## src/rtl/vga_scan_timing.sv

```systemverilog
// VGA raster timing: free-running column/row counters, sync/blank decode,
// a PIPE_DELAY-deep alignment pipeline to the pins, and pixel colour capture.
module vga_scan_timing #(
  parameter int unsigned H_ACTIVE   = 1280,
  parameter int unsigned H_FP       = 48,
  parameter int unsigned H_SYNC     = 112,
  parameter int unsigned H_BP       = 248,
  parameter int unsigned V_ACTIVE   = 1024,
  parameter int unsigned V_FP       = 1,
  parameter int unsigned V_SYNC     = 3,
  parameter int unsigned V_BP       = 38,
  parameter bit          SYNC_POL   = 1'b1,
  parameter int unsigned PIPE_DELAY = 2
) (
  input  logic        clock,
  input  logic        reset,
  input  logic [24:0] layer_color,
  input  logic [23:0] bg_color,
  output logic [11:0] display_col,
  output logic [10:0] display_row,
  output logic        calc,
  output logic        active,
  output logic        frame_start,
  output logic [7:0]  frame_count,
  output logic        hsync,
  output logic        vsync,
  output logic        blank_n,
  output logic [7:0]  vga_r,
  output logic [7:0]  vga_g,
  output logic [7:0]  vga_b
);

  localparam int unsigned H_TOTAL = H_ACTIVE + H_FP + H_SYNC + H_BP;
  localparam int unsigned V_TOTAL = V_ACTIVE + V_FP + V_SYNC + V_BP;

  localparam logic [11:0] H_LAST = 12'(H_TOTAL - 1);
  localparam logic [11:0] H_ACT  = 12'(H_ACTIVE);
  localparam logic [11:0] HS_BEG = 12'(H_ACTIVE + H_FP);
  localparam logic [11:0] HS_END = 12'(H_ACTIVE + H_FP + H_SYNC - 1);
  localparam logic [10:0] V_LAST = 11'(V_TOTAL - 1);
  localparam logic [10:0] V_ACT  = 11'(V_ACTIVE);
  localparam logic [10:0] VS_BEG = 11'(V_ACTIVE + V_FP);
  localparam logic [10:0] VS_END = 11'(V_ACTIVE + V_FP + V_SYNC - 1);

  logic [11:0] col_q, col_d;
  logic [10:0] row_q, row_d;
  logic        calc_q;
  logic        fs_q;
  logic [7:0]  fc_q;
  logic        line_end, frame_end;

  logic        active_c, hs_raw, vs_raw;

  // Chains hold the undelayed value at bit 0 and the pin value at bit PIPE_DELAY,
  // so the shift and the colour-mask tap work for any depth including 1.
  logic [PIPE_DELAY-1:0] hs_q, vs_q, act_q;
  logic [PIPE_DELAY:0]   hs_chain, vs_chain, act_chain;

  logic [23:0] rgb_q, rgb_d;

  // Next counter position and wrap detection.
  always_comb begin
    line_end  = (col_q == H_LAST);
    frame_end = line_end && (row_q == V_LAST);
    col_d     = line_end ? '0 : col_q + 12'd1;
    row_d     = row_q;
    if (line_end) begin
      row_d = (row_q == V_LAST) ? '0 : row_q + 11'd1;
    end
  end

  // Counters, vertical-blank window, frame pulse and frame counter.
  always_ff @(posedge clock) begin
    if (reset) begin
      col_q  <= '0;
      row_q  <= '0;
      calc_q <= 1'b0;
      fs_q   <= 1'b0;
      fc_q   <= '0;
    end else begin
      col_q  <= col_d;
      row_q  <= row_d;
      calc_q <= (row_d >= V_ACT);
      fs_q   <= frame_end;
      if (frame_end) begin
        fc_q <= fc_q + 8'd1;
      end
    end
  end

  // Visible-area and raw sync decode of the current counter position.
  always_comb begin
    active_c = (col_q < H_ACT) && (row_q < V_ACT);
    hs_raw   = ((col_q >= HS_BEG) && (col_q <= HS_END)) ? SYNC_POL : ~SYNC_POL;
    vs_raw   = ((row_q >= VS_BEG) && (row_q <= VS_END)) ? SYNC_POL : ~SYNC_POL;
  end

  assign hs_chain  = {hs_q, hs_raw};
  assign vs_chain  = {vs_q, vs_raw};
  assign act_chain = {act_q, active_c};

  // Colour select, masked by the visibility of the pixel the inputs belong to.
  always_comb begin
    rgb_d = layer_color[0] ? layer_color[24:1] : bg_color;
    if (!act_chain[PIPE_DELAY-1]) begin
      rgb_d = '0;
    end
  end

  // Pin alignment pipeline and RGB output register.
  always_ff @(posedge clock) begin
    if (reset) begin
      hs_q  <= {PIPE_DELAY{~SYNC_POL}};
      vs_q  <= {PIPE_DELAY{~SYNC_POL}};
      act_q <= '0;
      rgb_q <= '0;
    end else begin
      hs_q  <= hs_chain[PIPE_DELAY-1:0];
      vs_q  <= vs_chain[PIPE_DELAY-1:0];
      act_q <= act_chain[PIPE_DELAY-1:0];
      rgb_q <= rgb_d;
    end
  end

  assign display_col = col_q;
  assign display_row = row_q;
  assign calc        = calc_q;
  assign active      = active_c;
  assign frame_start = fs_q;
  assign frame_count = fc_q;
  assign hsync       = hs_chain[PIPE_DELAY];
  assign vsync       = vs_chain[PIPE_DELAY];
  assign blank_n     = act_chain[PIPE_DELAY];
  assign vga_r       = rgb_q[23:16];
  assign vga_g       = rgb_q[15:8];
  assign vga_b       = rgb_q[7:0];

endmodule

```

## config.mk

```make
export PLATFORM = sky130hd
export DESIGN_NAME = vga_scan_timing
export DESIGN_NICKNAME = d
export VERILOG_FILES = /design/src/rtl/vga_scan_timing.sv
export SDC_FILE = /design/constraint.sdc
export NUM_CORES = 1
export LEC_CHECK = 0
export BUFFER_PORTS_ARGS = -buffer_cell sky130_fd_sc_hd__buf_2
export CAP_MARGIN = 0
export CORE_MARGIN = 2
export CORE_UTILIZATION = 47
export CTS_CLUSTER_SIZE = 40
export DETAILED_ROUTE_END_ITERATION = 10
export PLACE_DENSITY_LB_ADDON = 0.3
export SYNTH_ARGS = -nofsm -noshare
export SYNTH_HDL_FRONTEND = slang
export SYNTH_SLANG_ARGS = --single-unit
```

## constraint.sdc

```tcl
create_clock -name clock -period 3.9 [get_ports clock]
set_input_delay 0.78 -clock clock [delete_from_list [all_inputs] [get_ports clock]]
set_output_delay 0.78 -clock clock [all_outputs]
set_load 0.03 [all_outputs]
```

==> metrics, run 1 <==
Final Hold Fails=0; number of global-route vias before repair=2124; Required @ worst endpoint=4.12 ns; largest net degree at the start of global routing=27; Synth Area in XOR/XNOR=0.0357; PwrDens=384 nW/um^2; first-pass GRT wire length=9470 microns; CP max FO=18; RSZ-0062 raised after global routing=no; # port buffers=111; Root Buffer=clkbuf_8; EDFF count, synth=0; Hold Startpoint=hs_q[0]; Post-CTS Hold Buffers=0; mean area per synthesized cell=9.46 sq um; Syn Nets=341; Synth cell types=47; Setup-failing EPs final=0; Routed Antenna Nets=0; main combinational cell family by area after synthesis=simple AND/OR/NAND/NOR gates; H-tree depth=3; Top Ports=112; slew at the pin closest to its max-slew limit=0.815 ns; area share of fa/ha/maj cells after synthesis=0.0232; min cycle time layout=2.20 ns; Wirelength per Cell=12.8 microns; top cells by area, synth=dfxtp_1 46%, mux2i_1 8.9%, nor2_1 6.4%; FF+latch count, synth=62; WHS Path Cells=1; HP Class=flip-flop to flip-flop; Die Height=79.7 microns; Mapped Area=2700 sq um; status=finished, final reports clean; clk_lat worst skew=0.33 ns; Power, Total=1.34 mW; Nets=450; FF-to-FF Start=display_col[0]; Peak VDD IR=0.273 mV; setup bufs post-CTS=0; Setup CP Type=flip-flop to flip-flop; Leakage=1.65 nW; mux contribution to synthesized area=0.110; Post-Syn Instances=285; via count=2402; core area=5540 sq um; slew margin rel.=0.457; crit end category=flip-flop; drt pass-1 iters=4; vias per cell=5.10; Syn-to-layout area delta=29.5%; Synth top area share=0.460; Crit. Startpoint=display_col[0]; FMAX=454 MHz; post-synth top area cell=dfxtp_1; Layout fillers=493; Final Cycle Share=0.565; # rows=27; Total GRT Usage=0.190; share of cells above drive strength 1=0.361; Simple-Gate Fraction of Synth Area=0.267; die area=6360 sq um; length in cells of the worst reg-to-reg path=5; CTS Buf Count=9; Remaining Overflow, GRT=0; drt drc=0; Die Wd=79.7 microns; # clock sinks=62; Syn. warnings=0; cts repair resizes=0; setup TNS=0 ns; Worst-path clk slew=0.07 ns; Worst Skew=0.00630 ns; final WL=6020 microns; Max Cap Viol=0; n_diodes=0; initial core utilization=0.487; GPL Wtd Cong=0.830; register area share after synthesis=0.460; deepest clock path buffer count=2; Synth async-reset ratio=0; Post-synth top flop=dfxtp_1; antenna violations before repair=0; Slew Limit Fails=0; compound-gate portion of the synthesized area=0.0654; Worst setup SP type=flip-flop; post-DP HPWL=4440 microns; CTS tree=yes; First DRT Iteration DRCs=59; Worst Path Arrival=2.43 ns
-- synth_stat cells (3+ instances only) --
library cell,n
nand2_1,7
clkbuf_1,7
or3_1,3
mux2_2,5
nor2b_1,6
inv_1,12
xor2_1,9
dfxtp_1,62
a21oi_1,13
nand4_1,7
ha_1,5
and4_1,4
o21ai_0,3
nor2_1,46
buf_2,5
mux2i_1,24
nand3_1,13
nor3_1,10
o31ai_1,5
and3_1,3
or4_1,5
-- cell families after synthesis --
group,Yosys count
flops,62
fa+ha+maj,5
xor+xnor,11
simple gates,125
buf+inv,25
compound gates,28
mux,29
-- critical path, cell delays in order (launching register included) --
cell and delay (ns):
dfxtp_1 0.41, ha_1 0.34, nor4b_4 0.27, nand3_2 0.31, nor4_1 0.39, mux2_2 0.37
-- worst paths after layout --
check                                      end  slack [ns]
worst max register to register  frame_count[5]        1.70
worst min-delay path                   hs_q[1]        0.43
worst max-delay path            frame_count[5]        1.70
worst min register to register         hs_q[1]        0.43
-- layout make-up --
type,count,area (sq um),area share
timing repair buffer,111,556,0.159
sequential,62,1240,0.355
multi-input combinational,198,1350,0.387
clock buffer,11,151,0.0434
clock inverter,5,57.6,0.0165
inverter,12,45.0,0.0129
tap,72,90.1,0.0258
-- report_power, final --
| part | internal (mW) | switching, mW |
|---|---|---|
| sequential | 0.649 | 0.00633 |
| combinational | 0.0476 | 0.0711 |
| clock | 0.330 | 0.237 |
-- stage by stage --
stage | cell area, sq um | cells | setup slack (ns) | hold WS [ns] | utilization
final | 3490 | 471 | 1.70 | 0.432 | 0.630
after global routing | 3490 | 471 | 1.53 | 0.463 | 0.630
after CTS | 3490 | 471 | 1.68 | 0.439 | 0.630
after detailed placement | 3280 | 455 | 1.69 | 0.426 | 0.593
after global placement | 3280 | 455 | 1.77 | 0.417 | 0.593
after floorplan | 2700 | 285 | 1.76 | 0.414 | -
-- placed cells by master (no fill, tap or decap), types with 2 or more instances in the layout --
master | netlist | layout
nand2b_1 | 2 | 2
nor3_1 | 10 | 10
clkbuf_8 | 0 | 11
nand2_1 | 7 | 7
buf_2 | 5 | 111
xor2_1 | 9 | 9
a21oi_1 | 13 | 13
nor2_1 | 46 | 46
nand3_1 | 13 | 13
and4_1 | 4 | 4
nor4_1 | 2 | 2
o21ai_0 | 3 | 3
nor2b_1 | 6 | 6
ha_1 | 5 | 5
or4_1 | 5 | 5
o31ai_1 | 5 | 5
xnor2_1 | 2 | 2
and3_2 | 2 | 2
inv_1 | 12 | 12
or3_1 | 3 | 3
and3_1 | 3 | 3
clkinv_2 | 0 | 2
mux2i_1 | 24 | 24
clkinv_4 | 0 | 2
nand4_1 | 7 | 7
a311oi_1 | 2 | 2
dfxtp_1 | 62 | 62
mux2_2 | 5 | 5
-- routing by layer --
| layer | vias up | part of all wire | track usage |
|---|---|---|---|
| met5 | - | 0 | 0 |
| met4 | 0 | 0.016 | 0.0610 |
| met3 | 9 | 0.056 | 0.0622 |
| met2 | 67 | 0.51 | 0.318 |
| met1 | 1109 | 0.42 | 0.231 |
| li1 | 1217 | - | - |
Note: power is estimated with default switching activity, not from simulation.
==> inputs of run 2 (changes only) <==
--- a/config.mk
+++ b/config.mk
@@ -5,6 +5,7 @@
 export SDC_FILE = /design/constraint.sdc
 export NUM_CORES = 1
 export LEC_CHECK = 0
+export ABC_AREA = 1
 export BUFFER_PORTS_ARGS = -buffer_cell sky130_fd_sc_hd__buf_2
 export CAP_MARGIN = 0
 export CORE_MARGIN = 2
==> constraint.sdc (replaced) <==
create_clock -name clock -period 2.25 [get_ports clock]
set_input_delay 0.45 -clock clock [delete_from_list [all_inputs] [get_ports clock]]
set_output_delay 0.45 -clock clock [all_outputs]
set_load 0.03 [all_outputs]
==> run 2 against run 1 <==
Worst setup slack worse by 1.3 ns. Die area rose by 4.8%. Clock skew about the same. Total power up 79%. Sequential power grew 73%. Area after synthesis is 5.1% higher. Register-to-register slack worse by 1.1 ns. Hold slack got worse by 0.081 ns. Routed wire length up 14%. Critical path depth shrank 1. Utilization down 0.93 points. Final area rose by 4.7%. Critical path type is now flip-flop to output port. Largest power group unchanged.
==> metrics, run 2 <==
status=finished, final reports clean (unchanged); GPL Wtd Cong=0.867 (was 0.830); CTS Buf Count=9 (unchanged); crit path to=active (was frame_count[5]); Post-synth top cells=111 x nand2_1, 62 x dfxtp_1, 43 x a21oi_1, 36 x inv_1, 36 x nor2_1 (was 62 x dfxtp_1, 46 x nor2_1, 24 x mux2i_1, 13 x a21oi_1, 13 x nand3_1); Slew Limit Fails=0 (unchanged); HP Class=input pin to flip-flop (was flip-flop to flip-flop); min cycle time layout=1.86 ns; number of global-route vias before repair=2479 (was 2124); initial core utilization=0.482 (was 0.487); antenna violations before repair=0 (unchanged); FF-to-FF End=frame_count[2] (was frame_count[5]); n_diodes=0 (unchanged); setup bufs post-CTS=0 (unchanged); setup TNS=0 ns (unchanged); Wirelength per Cell=11.9 microns (was 12.8 microns); crit end category=output port (was flip-flop); Routed Antenna Nets=0 (unchanged); share of cells above drive strength 1=0.306 (was 0.361); Crit. Startpoint=display_col[9] (was display_col[0]); Synth top area share=0.438 (was 0.460); Leakage=1.82 nW (was 1.65 nW); Syn. warnings=0 (unchanged); Top Ports=112 (unchanged); H-tree depth=3 (unchanged); slew at the pin closest to its max-slew limit=0.675 ns (was 0.815 ns); via count=2830 (was 2402); Mapped Area=2830 sq um (was 2700 sq um); PwrDens=657 nW/um^2 (was 384 nW/um^2); Remaining Overflow, GRT=0 (unchanged); slew margin rel.=0.550 (was 0.457); Worst setup SP type=flip-flop (unchanged); Die Height=81.7 microns (was 79.7 microns); # clock sinks=62 (unchanged); register area share after synthesis=0.438 (was 0.460); FMAX=538 MHz; EDFF count, synth=0 (unchanged); CTS tree=yes (unchanged); FF+latch count, synth=62 (unchanged); RSZ-0062 raised after global routing=no (unchanged); Required @ worst endpoint=1.80 ns (was 4.12 ns); Layout fillers=568 (was 493); Total GRT Usage=0.211 (was 0.190); top cells by area, synth=dfxtp_1 44%, nand2_1 15%, a21oi_1 7.6% (was dfxtp_1 46%, mux2i_1 8.9%, nor2_1 6.4%); most frequent cells in the layout=111 x nand2_1, 111 x buf_2, 62 x dfxtp_1, 43 x a21oi_1 (was 111 x buf_2, 62 x dfxtp_1, 46 x nor2_1, 24 x mux2i_1); Post-synth top flop=dfxtp_1 (unchanged); vias per cell=4.89 (was 5.10); # port buffers=111 (unchanged); Hold Startpoint=bg_color[11] (was hs_q[0]); die area=6670 sq um (was 6360 sq um); Root Buffer=clkbuf_8 (unchanged); Max Cap Viol=0 (unchanged); Post-Syn Instances=386 (was 285); drt pass-1 iters=4 (unchanged); Worst Path Arrival=1.41 ns (was 2.43 ns); deepest clock path buffer count=2 (unchanged); first-pass GRT wire length=10900 microns (was 9470 microns); First DRT Iteration DRCs=122 (was 59); clk_lat worst skew=0.34 ns (was 0.33 ns); Die Wd=81.7 microns (was 79.7 microns); Nets=555 (was 450); Setup CP Type=flip-flop to output port (was flip-flop to flip-flop); post-DP HPWL=5120 microns (was 4440 microns); core area=5890 sq um (was 5540 sq um); Peak VDD IR=0.363 mV (was 0.273 mV); drt drc=0 (unchanged); mean area per synthesized cell=7.34 sq um (was 9.46 sq um); Final Cycle Share=0.827; CP max FO=8 (was 18); Worst Skew=0.00590 ns (was 0.00630 ns); final WL=6880 microns (was 6020 microns); cts repair resizes=0 (unchanged); largest net degree at the start of global routing=26 (was 27); Syn Nets=442 (was 341); Syn-to-layout area delta=29.0% (was 29.5%); # rows=28 (was 27); post-synth top area cell=dfxtp_1 (unchanged); most common cell in the synthesized netlist=nand2_1 (was dfxtp_1); Setup-failing EPs final=0 (unchanged); length in cells of the worst reg-to-reg path=6 (was 5); worst hold slack=0.352 ns (was 0.432 ns); Final Hold Fails=0 (unchanged); flop-to-flop setup slack=0.59 ns (was 1.70 ns); Post-CTS Hold Buffers=0 (unchanged); Worst-path clk slew=0.07 ns (about the same); Synth cell types=39 (was 47); Synth async-reset ratio=0 (unchanged)
## run 2: worst max-delay path, cell delays in order (launching register included)
cell     delay, ns
dfxtp_1       0.48
inv_1         0.12
a21oi_1       0.19
nor3_1        0.08
buf_2         0.20
## run 2: stage by stage
stage	std cells	area, sq um	setup slack [ns]	power [mW]	utilization
after floorplan	386	2830	0.449	1.27	-
after global placement	563	3440	0.664	1.35	0.584
after detailed placement	563	3440	0.581	1.35	0.584
after CTS	579	3650	0.385	2.42	0.621
after global routing	579	3650	0.294	2.50	0.621
final	579	3650	0.390	2.40	0.621
## run 2: report_power, final
part	internal, mW	switching, mW
logic	0.0716	0.125
clock network	0.651	0.421
registers	1.12	0.00997
## run 2: layer usage
metal	up-vias	global-route usage	routed length, microns
li1	1458	-	-
met1	1281	0.251	2860
met2	78	0.357	3490
met3	13	0.0560	388
met4	0	0.0983	144
met5	-	0	0
## run 2: how the worst min path moves through the flow
stage,end,slack [ns],cells after the start
after floorplan,hs_q[1],0.39,2
final,rgb_q[11],0.35,3
after detailed placement,hs_q[1],0.40,2
after CTS,rgb_q[8],0.34,3
after global placement,hs_q[1],0.39,2
after global routing,rgb_q[14],0.35,3
## run 2: logic make-up (layout without fill, tap and decap cells)
kind of cell,Yosys count,after routing,synth area share
simple gates,206,206,0.346
buf+inv,52,170,0.0751
xor+xnor,4,4,0.0124
flops,62,62,0.438
compound gates,57,57,0.107
fa+ha+maj,5,5,0.0221
## run 2: final cells by class
type	instances	area [sq um]	share of cell area
multi-input cells	272	1380	0.378
flip-flops and latches	62	1240	0.340
repair buffers	113	571	0.156
inverters	41	154	0.0421
clock buffers	12	145	0.0397
well taps	75	93.8	0.0257
clock inverters	4	70.1	0.0192
==> inputs of run 3 (changes only) <==
==> constraint.sdc (replaced) <==
create_clock -name clock -period 1.9 [get_ports clock]
set_input_delay 0.38 -clock clock [delete_from_list [all_inputs] [get_ports clock]]
set_output_delay 0.38 -clock clock [all_outputs]
set_load 0.03 [all_outputs]
==> run 3 against run 2 <==
Hold slack got worse by 0.069 ns. Routed wire length decreased by 0.64%. First-iteration DRC count increased by 14%. Via count decreased by 0.74%. Sequential share of layout area increased by 0.31 points. Highest routed layer unchanged.
==> metrics, run 3 (synthesized netlist as in run 2, its figures left out) <==
Placed Cells=564 (was 563); die area=6670 sq um (unchanged); Slew Limit Fails=0 (unchanged); Syn-to-layout area delta=27.8% (was 29.0%); slew at the pin closest to its max-slew limit=0.694 ns (was 0.675 ns); RSZ-0062 raised after global routing=no (unchanged); Final Cycle Share=0.913; Die Wd=81.7 microns (unchanged); CTS Buf Count=9 (unchanged); vias per cell=4.84 (was 4.89); # port buffers=111 (unchanged); antenna violations before repair=0 (unchanged); min cycle time layout=1.73 ns; Setup-failing EPs final=0 (unchanged); Post-CTS Hold Buffers=0 (unchanged); first-pass GRT wire length=10900 microns (about the same); cts repair resizes=0 (unchanged); largest net degree at the start of global routing=26 (unchanged); drt pass-1 iters=5 (was 4); Worst Path Arrival=1.35 ns (was 1.41 ns); n_diodes=0 (unchanged); Max Cap Viol=0 (unchanged); placed instance area=3450 sq um (was 3440 sq um); Final Cell Area=3620 sq um (was 3650 sq um); Cell Count, Final, Fillers Out=580 (was 579); share of cells above drive strength 1=0.309 (was 0.306); crit end category=output port (unchanged); Required @ worst endpoint=1.52 ns (was 1.80 ns); slew margin rel.=0.537 (was 0.550); clk_lat worst skew=0.34 ns (about the same); Setup CP Type=flip-flop to output port (unchanged); number of global-route vias before repair=2450 (was 2479); Peak VDD IR=0.484 mV (was 0.363 mV); deepest clock path buffer count=2 (unchanged); First DRT Iteration DRCs=139 (was 122); Top Ports=112 (unchanged); FMAX=577 MHz; Final Hold Fails=0 (unchanged); Wirelength per Cell=11.8 microns (was 11.9 microns); CP max FO=6 (was 8); setup TNS=0 ns (unchanged); PwrDens=719 nW/um^2 (was 657 nW/um^2); Total GRT Usage=0.211 (about the same); final WL=6840 microns (was 6880 microns); core area=5890 sq um (unchanged); Die Height=81.7 microns (unchanged); Routed Antenna Nets=0 (unchanged); Remaining Overflow, GRT=0 (unchanged); Worst-path clk slew=0.07 ns (about the same); Worst setup SP type=flip-flop (unchanged); Nets=556 (was 555); Power, Total=2.60 mW (was 2.40 mW); status=finished, final reports clean (unchanged); # rows=28 (unchanged); Leakage=1.80 nW (was 1.82 nW); most frequent cells in the layout=111 x nand2_1, 111 x buf_2, 62 x dfxtp_1, 43 x a21oi_1 (unchanged); Root Buffer=clkbuf_8 (unchanged); initial core utilization=0.482 (unchanged); H-tree depth=3 (unchanged); via count=2809 (was 2830); drt drc=0 (unchanged); CTS tree=yes (unchanged); post-DP HPWL=5070 microns (was 5120 microns); HP Class=input pin to flip-flop (unchanged); setup bufs post-CTS=0 (unchanged); # clock sinks=62 (unchanged); GPL Wtd Cong=0.836 (was 0.867); Worst Skew=0.00995 ns (was 0.00590 ns)
run 3: changes by cell type in the layout (fill, tap and decap cells not counted), sizes merged:
cell      change
buf           +1
clkinvlp      +2
bufinv        -2
inv           +1
clkbuf        -1
run 3: critical path: stages (launching register included):
cell	delay (ns)
dfxtp_1	0.36
inv_1	0.17
a21oi_1	0.10
nor3_1	0.16
buf_2	0.23
run 3: area by class of cell:
| type | count | area, sq um |
|---|---|---|
| Fill cell | 553 | 2260 |
| Multi-Input combinational cell | 272 | 1380 |
| Sequential cell | 62 | 1240 |
| Timing Repair Buffer | 114 | 578 |
| Inverter | 41 | 154 |
| Clock buffer | 11 | 141 |
| Tap cell | 75 | 93.8 |
| Clock inverter | 5 | 33.8 |
run 3: stage by stage:
stage,util,worst slack (ns),hold slack (ns)
global route,0.615,0.0228,0.264
finish,0.615,0.166,0.283
detailed placement,0.586,0.285,0.399
floorplan,-,0.169,0.388
global placement,0.586,0.335,0.390
CTS,0.615,0.120,0.264
run 3: where the power goes:
group	total, mW	switching, mW	leakage, nW	internal, mW
Combinational	0.234	0.148	1.21	0.0860
Sequential	1.34	0.0121	0.504	1.33
Clock	1.03	0.521	0.0857	0.509
run 3: path summary, 6_finish.rpt:
path             startpoint              to  slack (ns)  cells past startpoint
max reg2reg  display_col[0]  frame_count[0]        0.27                      8
min            bg_color[11]       rgb_q[11]        0.28                      3
max          display_col[8]          active        0.17                      4
min reg2reg         hs_q[0]         hs_q[1]        0.40                      2
run 3: layer usage:
layer,track usage,vias to the layer above,wire length (microns)
met5,0,-,0
met4,0.0717,0,69
met3,0.0714,5,428
met2,0.344,74,3490
met1,0.260,1265,2850
li1,-,1465,-
